<file path="src/rtl/brwm_arb_pkg.sv">
// Shared types and default parameters for the frame-buffer (BRWM) arbiter.
//   arb_state_t   : grant owner (IDLE, camera, Grayscaler)
//   DEF_*         : default widths and burst limit used by brwm_arbiter
package brwm_arb_pkg;

    typedef enum logic [1:0] {
        ST_IDLE = 2'b00,
        ST_CAM  = 2'b01,
        ST_GS   = 2'b10
    } arb_state_t;

    localparam int DEF_ADDR_W    = 16;
    localparam int DEF_DATA_W    = 8;
    localparam int DEF_MAX_BURST = 16;

endpackage

</file>
<file path="src/rtl/arb_burst_ctr.sv">
// Per-grant access counter for the BRWM arbiter.
//   clk, rst_n  : system clock, async active-low reset
//   i_clear     : clear on grant change (has priority over i_inc)
//   i_inc       : one access performed this cycle
//   o_at_limit  : count has reached MAX_BURST-1 (saturates there)
module arb_burst_ctr #(
    parameter int MAX_BURST = 16
) (
    input  logic clk,
    input  logic rst_n,
    input  logic i_clear,
    input  logic i_inc,
    output logic o_at_limit
);

    localparam int CW = $clog2(MAX_BURST);
    localparam logic [CW-1:0] LIMIT = CW'(MAX_BURST - 1);

    logic [CW-1:0] r_cnt;

    always_ff @(posedge clk or negedge rst_n) begin
        if (!rst_n) begin
            r_cnt <= '0;
        end else if (i_clear) begin
            r_cnt <= '0;
        end else if (i_inc && !o_at_limit) begin
            r_cnt <= r_cnt + CW'(1);
        end
    end

    // Saturating keeps at_limit asserted for an uncontested owner, so a
    // late-arriving competitor is served after the very next access.
    assign o_at_limit = (r_cnt == LIMIT);

endmodule

</file>
<file path="src/rtl/brwm_arbiter.sv">
// Round-robin arbiter for the single-port frame-buffer memory, shared by the
// camera pixel writer and the Grayscaler pixel reader, with bounded bursts.
//   clk, rst_n                      : system clock, async active-low reset
//   cam_req/cam_addr/cam_wdata      : camera write request and payload
//   cam_gnt                         : camera owns the memory port
//   gs_req/gs_addr                  : Grayscaler read request and address
//   gs_gnt, gs_rdata, gs_rvalid     : Grayscaler grant, read data, data valid
//   mem_en/mem_we/mem_addr/mem_wdata: memory port strobe and payload
//   mem_rdata                       : memory read data (1-cycle sync read)
//
// state | meaning
// IDLE  | nobody owns the port, no access
// CAM   | camera owns the port, writes whenever cam_req=1
// GS    | Grayscaler owns the port, reads whenever gs_req=1
module brwm_arbiter
    import brwm_arb_pkg::*;
#(
    parameter int ADDR_W    = DEF_ADDR_W,
    parameter int DATA_W    = DEF_DATA_W,
    parameter int MAX_BURST = DEF_MAX_BURST
) (
    input  logic              clk,
    input  logic              rst_n,
    input  logic              cam_req,
    input  logic [ADDR_W-1:0] cam_addr,
    input  logic [DATA_W-1:0] cam_wdata,
    output logic              cam_gnt,
    input  logic              gs_req,
    input  logic [ADDR_W-1:0] gs_addr,
    output logic              gs_gnt,
    output logic [DATA_W-1:0] gs_rdata,
    output logic              gs_rvalid,
    output logic              mem_en,
    output logic              mem_we,
    output logic [ADDR_W-1:0] mem_addr,
    output logic [DATA_W-1:0] mem_wdata,
    input  logic [DATA_W-1:0] mem_rdata
);

    arb_state_t r_state;
    arb_state_t w_state_nxt;
    logic       r_last_cam;
    logic       r_gs_rvalid;
    logic       w_cam_acc;
    logic       w_gs_acc;
    logic       w_at_limit;
    logic       w_switch;

    assign w_cam_acc = (r_state == ST_CAM) && cam_req;
    assign w_gs_acc  = (r_state == ST_GS)  && gs_req;
    assign w_switch  = (w_state_nxt != r_state);

    always_comb begin
        w_state_nxt = r_state;
        case (r_state)
            ST_IDLE: begin
                if (cam_req && gs_req) begin
                    w_state_nxt = r_last_cam ? ST_GS : ST_CAM;
                end else if (cam_req) begin
                    w_state_nxt = ST_CAM;
                end else if (gs_req) begin
                    w_state_nxt = ST_GS;
                end
            end
            ST_CAM: begin
                if (!cam_req) begin
                    w_state_nxt = gs_req ? ST_GS : ST_IDLE;
                end else if (w_at_limit && gs_req) begin
                    w_state_nxt = ST_GS;
                end
            end
            ST_GS: begin
                if (!gs_req) begin
                    w_state_nxt = cam_req ? ST_CAM : ST_IDLE;
                end else if (w_at_limit && cam_req) begin
                    w_state_nxt = ST_CAM;
                end
            end
            default: w_state_nxt = ST_IDLE;
        endcase
    end

    always_ff @(posedge clk or negedge rst_n) begin
        if (!rst_n) begin
            r_state     <= ST_IDLE;
            r_last_cam  <= 1'b0;
            r_gs_rvalid <= 1'b0;
        end else begin
            r_state     <= w_state_nxt;
            r_gs_rvalid <= w_gs_acc;
            if (w_switch && (r_state == ST_CAM)) begin
                r_last_cam <= 1'b1;
            end else if (w_switch && (r_state == ST_GS)) begin
                r_last_cam <= 1'b0;
            end
        end
    end

    arb_burst_ctr #(
        .MAX_BURST (MAX_BURST)
    ) u_burst_ctr (
        .clk        (clk),
        .rst_n      (rst_n),
        .i_clear    (w_switch),
        .i_inc      (w_cam_acc | w_gs_acc),
        .o_at_limit (w_at_limit)
    );

    always_comb begin
        mem_en    = 1'b0;
        mem_we    = 1'b0;
        mem_addr  = '0;
        mem_wdata = '0;
        if (w_cam_acc) begin
            mem_en    = 1'b1;
            mem_we    = 1'b1;
            mem_addr  = cam_addr;
            mem_wdata = cam_wdata;
        end else if (w_gs_acc) begin
            mem_en   = 1'b1;
            mem_addr = gs_addr;
        end
    end

    assign cam_gnt   = (r_state == ST_CAM);
    assign gs_gnt    = (r_state == ST_GS);
    assign gs_rvalid = r_gs_rvalid;
    assign gs_rdata  = mem_rdata;

endmodule

</file>
<file path="config.mk">
export PLATFORM = sky130hd
export DESIGN_NAME = brwm_arbiter
export DESIGN_NICKNAME = d
export VERILOG_FILES = /design/src/rtl/brwm_arb_pkg.sv /design/src/rtl/arb_burst_ctr.sv /design/src/rtl/brwm_arbiter.sv
export SDC_FILE = /design/constraint.sdc
export NUM_CORES = 1
export LEC_CHECK = 0
export ABC_AREA = 1
export CORE_MARGIN = 5
export CORE_UTILIZATION = 31
export CTS_BUF_LIST = sky130_fd_sc_hd__clkbuf_4 sky130_fd_sc_hd__clkbuf_8
export DETAILED_ROUTE_END_ITERATION = 16
export HOLD_SLACK_MARGIN = 0.12
export PLACE_DENSITY = 0.89
export SLEW_MARGIN = 20
export SYNTH_ARGS = -nofsm -noshare
export SYNTH_HDL_FRONTEND = slang
export SYNTH_SLANG_ARGS = --single-unit
</file>
<file path="constraint.sdc">
create_clock -name clk -period 2.3 [get_ports clk]
set_input_delay 0.46 -clock clk [delete_from_list [all_inputs] [get_ports clk]]
set_output_delay 0.46 -clock clk [all_outputs]
set_load 0.02 [all_outputs]
</file>
==> Yosys cells after proc, flatten, opt, wreduce, memory -nomap -nowiden <==
Cells that the tools add are included.
Widths: inputs -> output; s select.
{ "word_totals": {"input_bits": 52, "register_bits": 8, "out_inout_bits": 37, "wordCells": 43} }
{ "classes": {"eq_ne": 4, "n_bitwise": 1, "reduce_logical": 12, "muxes": 21, "addsub": 1} }
{ "ops": {"columns": ["op", "count"], "rows": [
  ["$mux 16", 2],
  ["$mux 2", 9],
  ["$logic_and 1x1->1", 8],
  ["$mux 4", 2],
  ["$mux 8", 1],
  ["$mux 1", 6],
  ["$pmux 2 s3", 1],
  ["$add 4x1->4 const B", 1],
  ["$eq 4x4->1 const B", 1],
  ["$reduce_bool 2->1", 2],
  ["$eq 2x1->1 const B", 1],
  ["$eq 2x2->1 const B", 1],
  ["$logic_not 2->1", 1],
  ["$ne 2x2->1", 1],
  ["$logic_not 1->1", 1],
  ["$or 1x1->1", 1]
]} }

==> Longest topological paths before layout <==
{ "depth": {"depth_word": 9, "ltp_mapped": 12, "depth_no_buf": 12} }

==> Hierarchy <==
From an unflattened synthesis, not the netlist that was laid out.
{ "hier_totals": {"cells_unflattened": 149, "area_unflattened_um2": 859.6} }
{ "by_module_without_submodules": {"columns": ["mod", "area_per_inst_um2", "cells_per_inst", "seq_area_each_um2", "instances"], "rows": [
  ["brwm_arbiter", 634.4, 120, 100.1, 1],
  ["arb_burst_ctr", 225.2, 29, 100.1, 1]
]} }

==> Worst setup path after synthesis <==
Ideal clock, no wire load.
{ "synth_timing": {"path_kind": "reg-to-output", "start": "reg r_state[1]", "end": "out mem_addr[10]", "required_time_ns": 1.840, "path_buffers": 1, "arrival_time_ns": 1.452, "path_stages_with_launch": 6, "slack_ns": 0.388, "path_cell_list": "dfrtp_1 -> nor2_4 -> nand2_4 -> inv_2 -> buf_2 -> a22o_1"} }
{ "synth_via": {"word_cells_on_any_way": 6, "classes_between": "2 x eq/ne; 2 x mux; 2 x reduce/logical"} }
{ "synth_rtl": {"columns": ["element", "line_no", "text"], "rows": [
  ["from (decl)", "brwm_arbiter.sv:40", "arb_state_t r_state;"],
  ["from (signal assigned)", "brwm_arbiter.sv:89", "r_state <= w_state_nxt;"],
  ["$eq 2x1->1", null, null],
  ["via cam_gnt", "brwm_arbiter.sv:27", "output logic cam_gnt,"],
  ["$logic_and 1x1->1", "brwm_arbiter.sv:49", "assign w_cam_acc = (r_state == ST_CAM) && cam_req;"],
  ["$mux 16", "brwm_arbiter.sv:114", "if (w_cam_acc) begin"],
  ["to (decl)", "brwm_arbiter.sv:35", "output logic [ADDR_W-1:0] mem_addr,"]
]} }
The timed path passes the listed nets, and every way through them passes these cells.

==> Worst setup path after layout <==
{ "layout_timing": {"start": "in gs_req", "end": "out mem_addr[8]"} }
{ "layout_via": {"elab_chain_len": 3} }
{ "layout_lines": {"columns": ["element", "line_no", "text"], "rows": [
  ["from (decl)", "brwm_arbiter.sv:28", "input logic gs_req,"],
  ["$logic_and 1x1->1", "brwm_arbiter.sv:50", "assign w_gs_acc = (r_state == ST_GS) && gs_req;"],
  ["$mux 16", "brwm_arbiter.sv:119", "end else if (w_gs_acc) begin"],
  ["$mux 16", "brwm_arbiter.sv:114", null]
]} }
Every way passes these cells.

==> summary by stage <==
Status
The flow ran to the end, and the final reports show no timing, DRC or antenna violations.

Timing
The maximum clock skew at final layout is between 0.006 and 0.007 ns. The final count of hold timing violations is 0. After layout, the minimum clock period comes to 2.227 ns. Setup repair after global routing left no endpoint under its margin. The number of failing setup endpoints in the final timing report is 0. The worst path meets setup with 0.07253 ns of slack. The slew at the pin closest to its max-slew limit is just under 0.4 ns. The final critical path takes up between 90% and 100% of the cycle. The achievable frequency is approximately 0.45 GHz.

The relative max-transition margin is roughly 74%. The count of pins over their slew limit was 0.

Clocking
The clock-pin slew of the registers on the worst-case setup and hold paths is approximately 0.06 ns. The post-cts hold buffer count is 0. Buffers inserted during clock tree synthesis total 3. The clock insertion delay at the later pin of the skew report is about 0.26 ns. In this run the clock root is driven by a clkbuf_4.

Counting along the longest clock path gives a buffer depth of 2. The TritonCTS clock tree is yes. The CTS H-tree depth is 1. For this design, the sink count on the clock tree is 8.

Floorplanning
The floorplan has 18 rows. The I/O pin count is just under 90. The core region is between 2000 and 2500 um2.

The height of the die is ~60 um. The area of the die is around 3700 um2. The initial utilization of the core area, before any placement, comes to between 30% and 40%. The die is between 60 and 70 um wide.

Critical path
Along the worst path, the maximum fanout reaches 7. Counting cells, the worst reg-to-reg path comes to 13. The worst setup path is launched from a primary input. By startpoint and endpoint, the worst setup path is classified as primary input to primary output. In this run the worst setup path terminates at mem_addr[8]. The terminus of the critical flop-to-flop path is r_last_cam. The register-to-register setup slack is about 0.59 ns.

The arrival time at the worst endpoint is roughly 1.8 ns. The required time at the endpoint of the critical path is approximately 1.8 ns. The startpoint identified for the worst register-to-register timing path is r_state[0]. STA classifies the critical path endpoint as a primary output. The critical path launch point is gs_req.

Synthesis
The count of synthesis-stage warnings from yosys is 0. The post-synthesis instance total is between 100 and 150. The post-synth design cell area is roughly 810 um2. The register bit count reported by yosys is 8. The number of distinct standard cells referenced by the synthesized netlist is 22.

The sequential cell area fraction in the yosys report is about a quarter. The post-synth net total is about 160. The mean area per synthesized cell is ~7.4 um2.

Route
The wire length per cell after detailed routing is around 15 um. The number of DRC markers in iteration 0 is 67. The number of iterations in the first detailed-routing pass is 4. The detailed-route vias per instance is about 4.8. The remaining routing DRC violations is 0. The total wirelength of the detailed-routed design is around 3200 um. The total number of vias is between 1k and 1.5k. The count of nets left with antenna violations once routing finished came out at 0.

Placement
After detailed placement, the design holds a cell count of 209. After legalization and detailed placement, the total HPWL measured between 2000 and 3000 um. The number of buffers added on ports is 72. The minimum setup slack after placement is -0.2968 ns. Routability-driven placement finished with a final weighted congestion of approximately 0.80.

Job
The number of max-cap violations is 0.

Final layout
In the layout the commonest cells are clkdlybuf4s50_1, dlygate4sd2_1, nand2_1, a22o_1, nor2_1. The post-route netlist has between 15 and 20% of its cells at a drive strength greater than 1. Leaving out fill and tap cells, the most frequent cell in the layout is clkdlybuf4s50_1.

In the final design database the tool counted 240 nets. The repair_antennas step left the layout with diodes totalling 0. The growth of design area from synthesis to finish is 94.76%. After the flow finishes, the layout carries non-filler instances totaling 215.

Global route
The maximum number of pins on one net before global-route repair is 19. For this run the aggregate overflow at the end of global routing stands at 0. The first global-routing pass estimated 4471 um of wire. The via count of the first global-routing pass is 1042. Global routing consumed, over all layers together, approximately 16% of the routing resources. The number of antenna violations at the first check in global routing is 0.

Hold path
The classification of the worst-slack hold path is primary input to asynchronous set/reset pin.

Pwr
The power per cell area is 796.6 nW/um2. The largest voltage drop on the vdd net is 0.6243 mV. The cell leakage power is 0.0008331 uW.
-- cells in the mapped netlist --
| library cell | n | area share, % |
|---|---|---|
| inv_2 | 3 | 1.4 |
| nand3_2 | 1 | 1.2 |
| a22o_1 | 16 | 17 |
| o21ai_4 | 1 | 2.0 |
| nor2_4 | 1 | 1.4 |
| nand2_2 | 4 | 3.1 |
| buf_4 | 8 | 7.4 |
| nor3_1 | 1 | 0.62 |
| nor3_2 | 1 | 1.2 |
| xnor2_1 | 1 | 1.1 |
| ha_1 | 1 | 1.5 |
| nand4_1 | 2 | 1.5 |
| nand3_1 | 6 | 3.7 |
| nand2_1 | 18 | 8.3 |
| inv_1 | 14 | 6.5 |
| nand2_4 | 3 | 4.2 |
| xor2_1 | 1 | 1.1 |
| buf_2 | 2 | 1.2 |
| nor2_1 | 15 | 6.9 |
| dfrtp_1 | 8 | 25 |
| nor2_8 | 1 | 2.5 |
| a21oi_1 | 2 | 1.2 |
-- worst max-delay path, cell delays in order --
cell and delay (ns):
clkdlybuf4s50_1 0.49, inv_2 0.09, nor2_4 0.21, a22o_1 0.17, dlygate4sd2_1 0.35
-- per-stage QoR --
| stage | util [%] | TNS, ns | total power (uW) | cell area (um2) | hold slack (ns) |
|---|---|---|---|---|---|
| 3_5_place_dp | 62.11 | -5.260 | 1190 | 1553 | 0.4993 |
| 5_1_grt | 63.26 | 0 | 1347 | 1582 | 0.5071 |
| 4_1_cts | 62.81 | 0 | 1258 | 1570 | 0.4926 |
| 6_report | 63.26 | 0 | 1260 | 1582 | 0.4846 |
| 3_3_place_gp | 62.11 | -4.330 | 1150 | 1553 | 0.4577 |
| 2_1_floorplan | - | 0 | 789.5 | 812.0 | 0.1644 |
-- layer usage --
layer | wire [um] | track usage [%]
met4 | 46 | 4.954
met2 | 1770 | 31.27
met3 | 251 | 2.516
met5 | 0 | 0
met1 | 1114 | 16.73
-- layout make-up --
| class | instances | area (um2) |
|---|---|---|
| flip-flops and latches | 8 | 200.2 |
| well taps | 30 | 37.54 |
| clock buffers | 3 | 22.52 |
| fillers | 217 | 918.4 |
| inverters | 17 | 66.31 |
| multi-input cells | 76 | 489.2 |
| repair buffers | 81 | 765.7 |
-- logic make-up after synthesis --
kind of cell,share of synthesized area (%)
xor+xnor,2.158
simple gates,34.67
fa+ha+maj,1.541
flops,24.65
compound gates,20.49
buf+inv,16.49
-- how the worst min path moves through the flow --
stage,from,end,slack (ns),cells past startpoint
after floorplan,rst_n,gs_rvalid,0.16,0
after global placement,r_last_cam,r_last_cam,0.46,2
after detailed placement,r_last_cam,r_last_cam,0.50,2
after CTS,rst_n,gs_rvalid,0.49,1
after global routing,rst_n,r_last_cam,0.51,1
final,rst_n,u_burst_ctr.r_cnt[2],0.48,1
-- power breakdown --
group          total (uW)  switching [uW]  internal (uW)
sequential            226            46.1            180
combinational         922             528            393
clock                 112            52.2           60.0
total                1260             626            633
-- repair_timing --
| item | in CTS | in global routing |
|---|---|---|
| cloned | 0 | 1 |
| buffers inserted | 2 | 0 |
| pin swaps | 1 | 2 |
| gates resized for setup | 35 | 1 |
| setup endpoints to repair | 26 | 8 |
-- state kept, by name (all words and copies together) (netlist names) --
name / cells
u_burst_ctr.r_cnt: 4
r_state: 2
gs_rvalid: 1
r_last_cam: 1
Power figures use the tool's default switching activity.
==> edit, RTL diff (same settings) <==
Make the reset (`rst_n`) synchronous in 2 clocked blocks. Comments in the files are not updated.
--- a/src/rtl/arb_burst_ctr.sv
+++ b/src/rtl/arb_burst_ctr.sv
@@ -18,7 +18,7 @@
 
     logic [CW-1:0] r_cnt;
 
-    always_ff @(posedge clk or negedge rst_n) begin
+    always_ff @(posedge clk) begin
         if (!rst_n) begin
             r_cnt <= '0;
         end else if (i_clear) begin
--- a/src/rtl/brwm_arbiter.sv
+++ b/src/rtl/brwm_arbiter.sv
@@ -80,7 +80,7 @@
         endcase
     end
 
-    always_ff @(posedge clk or negedge rst_n) begin
+    always_ff @(posedge clk) begin
         if (!rst_n) begin
             r_state     <= ST_IDLE;
             r_last_cam  <= 1'b0;
Formal check against the unedited RTL: differs if rst_n is asserted again (counterexample within 4 cycles, from zero or initial values and one cycle with rst_n low); with rst_n held inactive, the same outputs for 10 cycles.
==> edit against the original RTL <==
- routed wire length down 5.6%
- sequential cell count unchanged
- worst setup slack worse by 16 ps
- design area down 1.2%
- area after synthesis down 2.5%
- fmax down 0.70%
- critical endpoint is now mem_addr[1]
Power is not compared: it rests on default switching activity, and its combinational part moved more than twofold at a synthesized area within 25%.
==> edit: results <==
[status]
outcome = complete, no violations

[critical_path]
endpoint = mem_addr[1]
cp_max_fo = 9
r2r-end = r_last_cam
r2r_slack_ps = 690
r2r_cells = 11

[global_routing]
grt_pass1_wl_mm = 4.31
grtUsageTotal_pct = 15.3
grtUsageMet2_pct = 30.6
first_global_vias = 985
grt.met1_usage_pct = 15.1
gr-usage-met3_pct = 5.53

[power_and_ir_drop]
ir_worst_vdd_mv = 0.338
netSwitchingPower_w = 0.000219

[clocking]
cts_resized = 41
postCtsSetupBuffers = 0
cts_root_buf = clkbuf_4

[layout]
drive_gt1_share_pct = 16.2
fin_nets = 246
fillers = 224

[place]
pre_cts_slack_ps = -296
gp_congestion = 0.915
numPlacedInstances = 217
hpwlAfterDp_mm = 2.44

[min_path]
min_path_type = register to register

[sta]
worst_slack_ps = 56.8
fin_skew_ps = 2.92
tightest_slew_ps = 266

[yosys]
synthFlopType = dfxtp_1
synth_fp_nets = 172
synth_cell_types = 23
synthTopCellsByArea = dfxtp_1, a22o_1, nand2_1
yosysSeqAreaShare_pct = 20.2

[drt]
wl_met2_mm = 1.46
wl_mm = 3.01
first_pass_iters = 4
drt_iter0_markers = 70
vias_per_cell = 4.76
met1_length_mm = 1.08
## edit: cell type report
cell class	count	area, sq um	area share [%]
sequential	8	160	10.2
tap	30	37.5	2.40
multi-input combinational	82	497	31.8
clock buffer	3	22.5	1.44
timing repair buffer	79	774	49.6
inverter	19	71.3	4.56
## edit: cell families (layout without fill, tap and decap cells)
family / Yosys count / after routing / share of synthesized area (%)
fa+ha+maj: 1 / 1 / 1.58
simple gates: 57 / 58 / 35.1
flops: 8 / 8 / 20.2
compound gates: 22 / 22 / 22.9
xor+xnor: 1 / 1 / 1.11
buf+inv: 30 / 101 / 19.1
## edit: power by group through the flow
stage	Sequential [W]	Combinational (W)	Clock, W
6_report	0.000155	0.000325	0.000110
5_1_grt	0.000156	0.000351	0.000123
4_1_cts	0.000155	0.000321	0.000114
3_5_place_dp	0.000158	0.000336	0
3_3_place_gp	0.000157	0.000329	0
2_1_floorplan	0.000157	0.000183	0
## edit: metrics by stage
stage	hold WS [ps]	setup TNS, ps	cell area [sq um]	total power [W]
detailed placement	485	-6700	1540	0.000494
global placement	459	-6110	1540	0.000487
floorplan	448	0	792	0.000340
finish	491	0	1560	0.000591
CTS	494	0	1540	0.000590
global route	523	0	1560	0.000630
## edit: worst min-delay path by stage
stage | to | from | slack [ps]
2_1_floorplan | r_last_cam | r_last_cam | 450
3_3_place_gp | r_last_cam | r_last_cam | 460
3_5_place_dp | r_last_cam | r_last_cam | 480
4_1_cts | r_last_cam | r_last_cam | 490
5_1_grt | r_last_cam | r_last_cam | 520
6_report | r_last_cam | r_last_cam | 490
## edit: worst register-to-register path, stage by stage (launching register included)
cell,delay [ps]
dfxtp_1,410
nand2_2,180
nor2_4,270
nand2_1,120
nand2_1,90
inv_2,40
nand3_1,60
nand2_1,80
nand2_1,90
nand2_1,50
nand2_1,70
a21oi_2,50
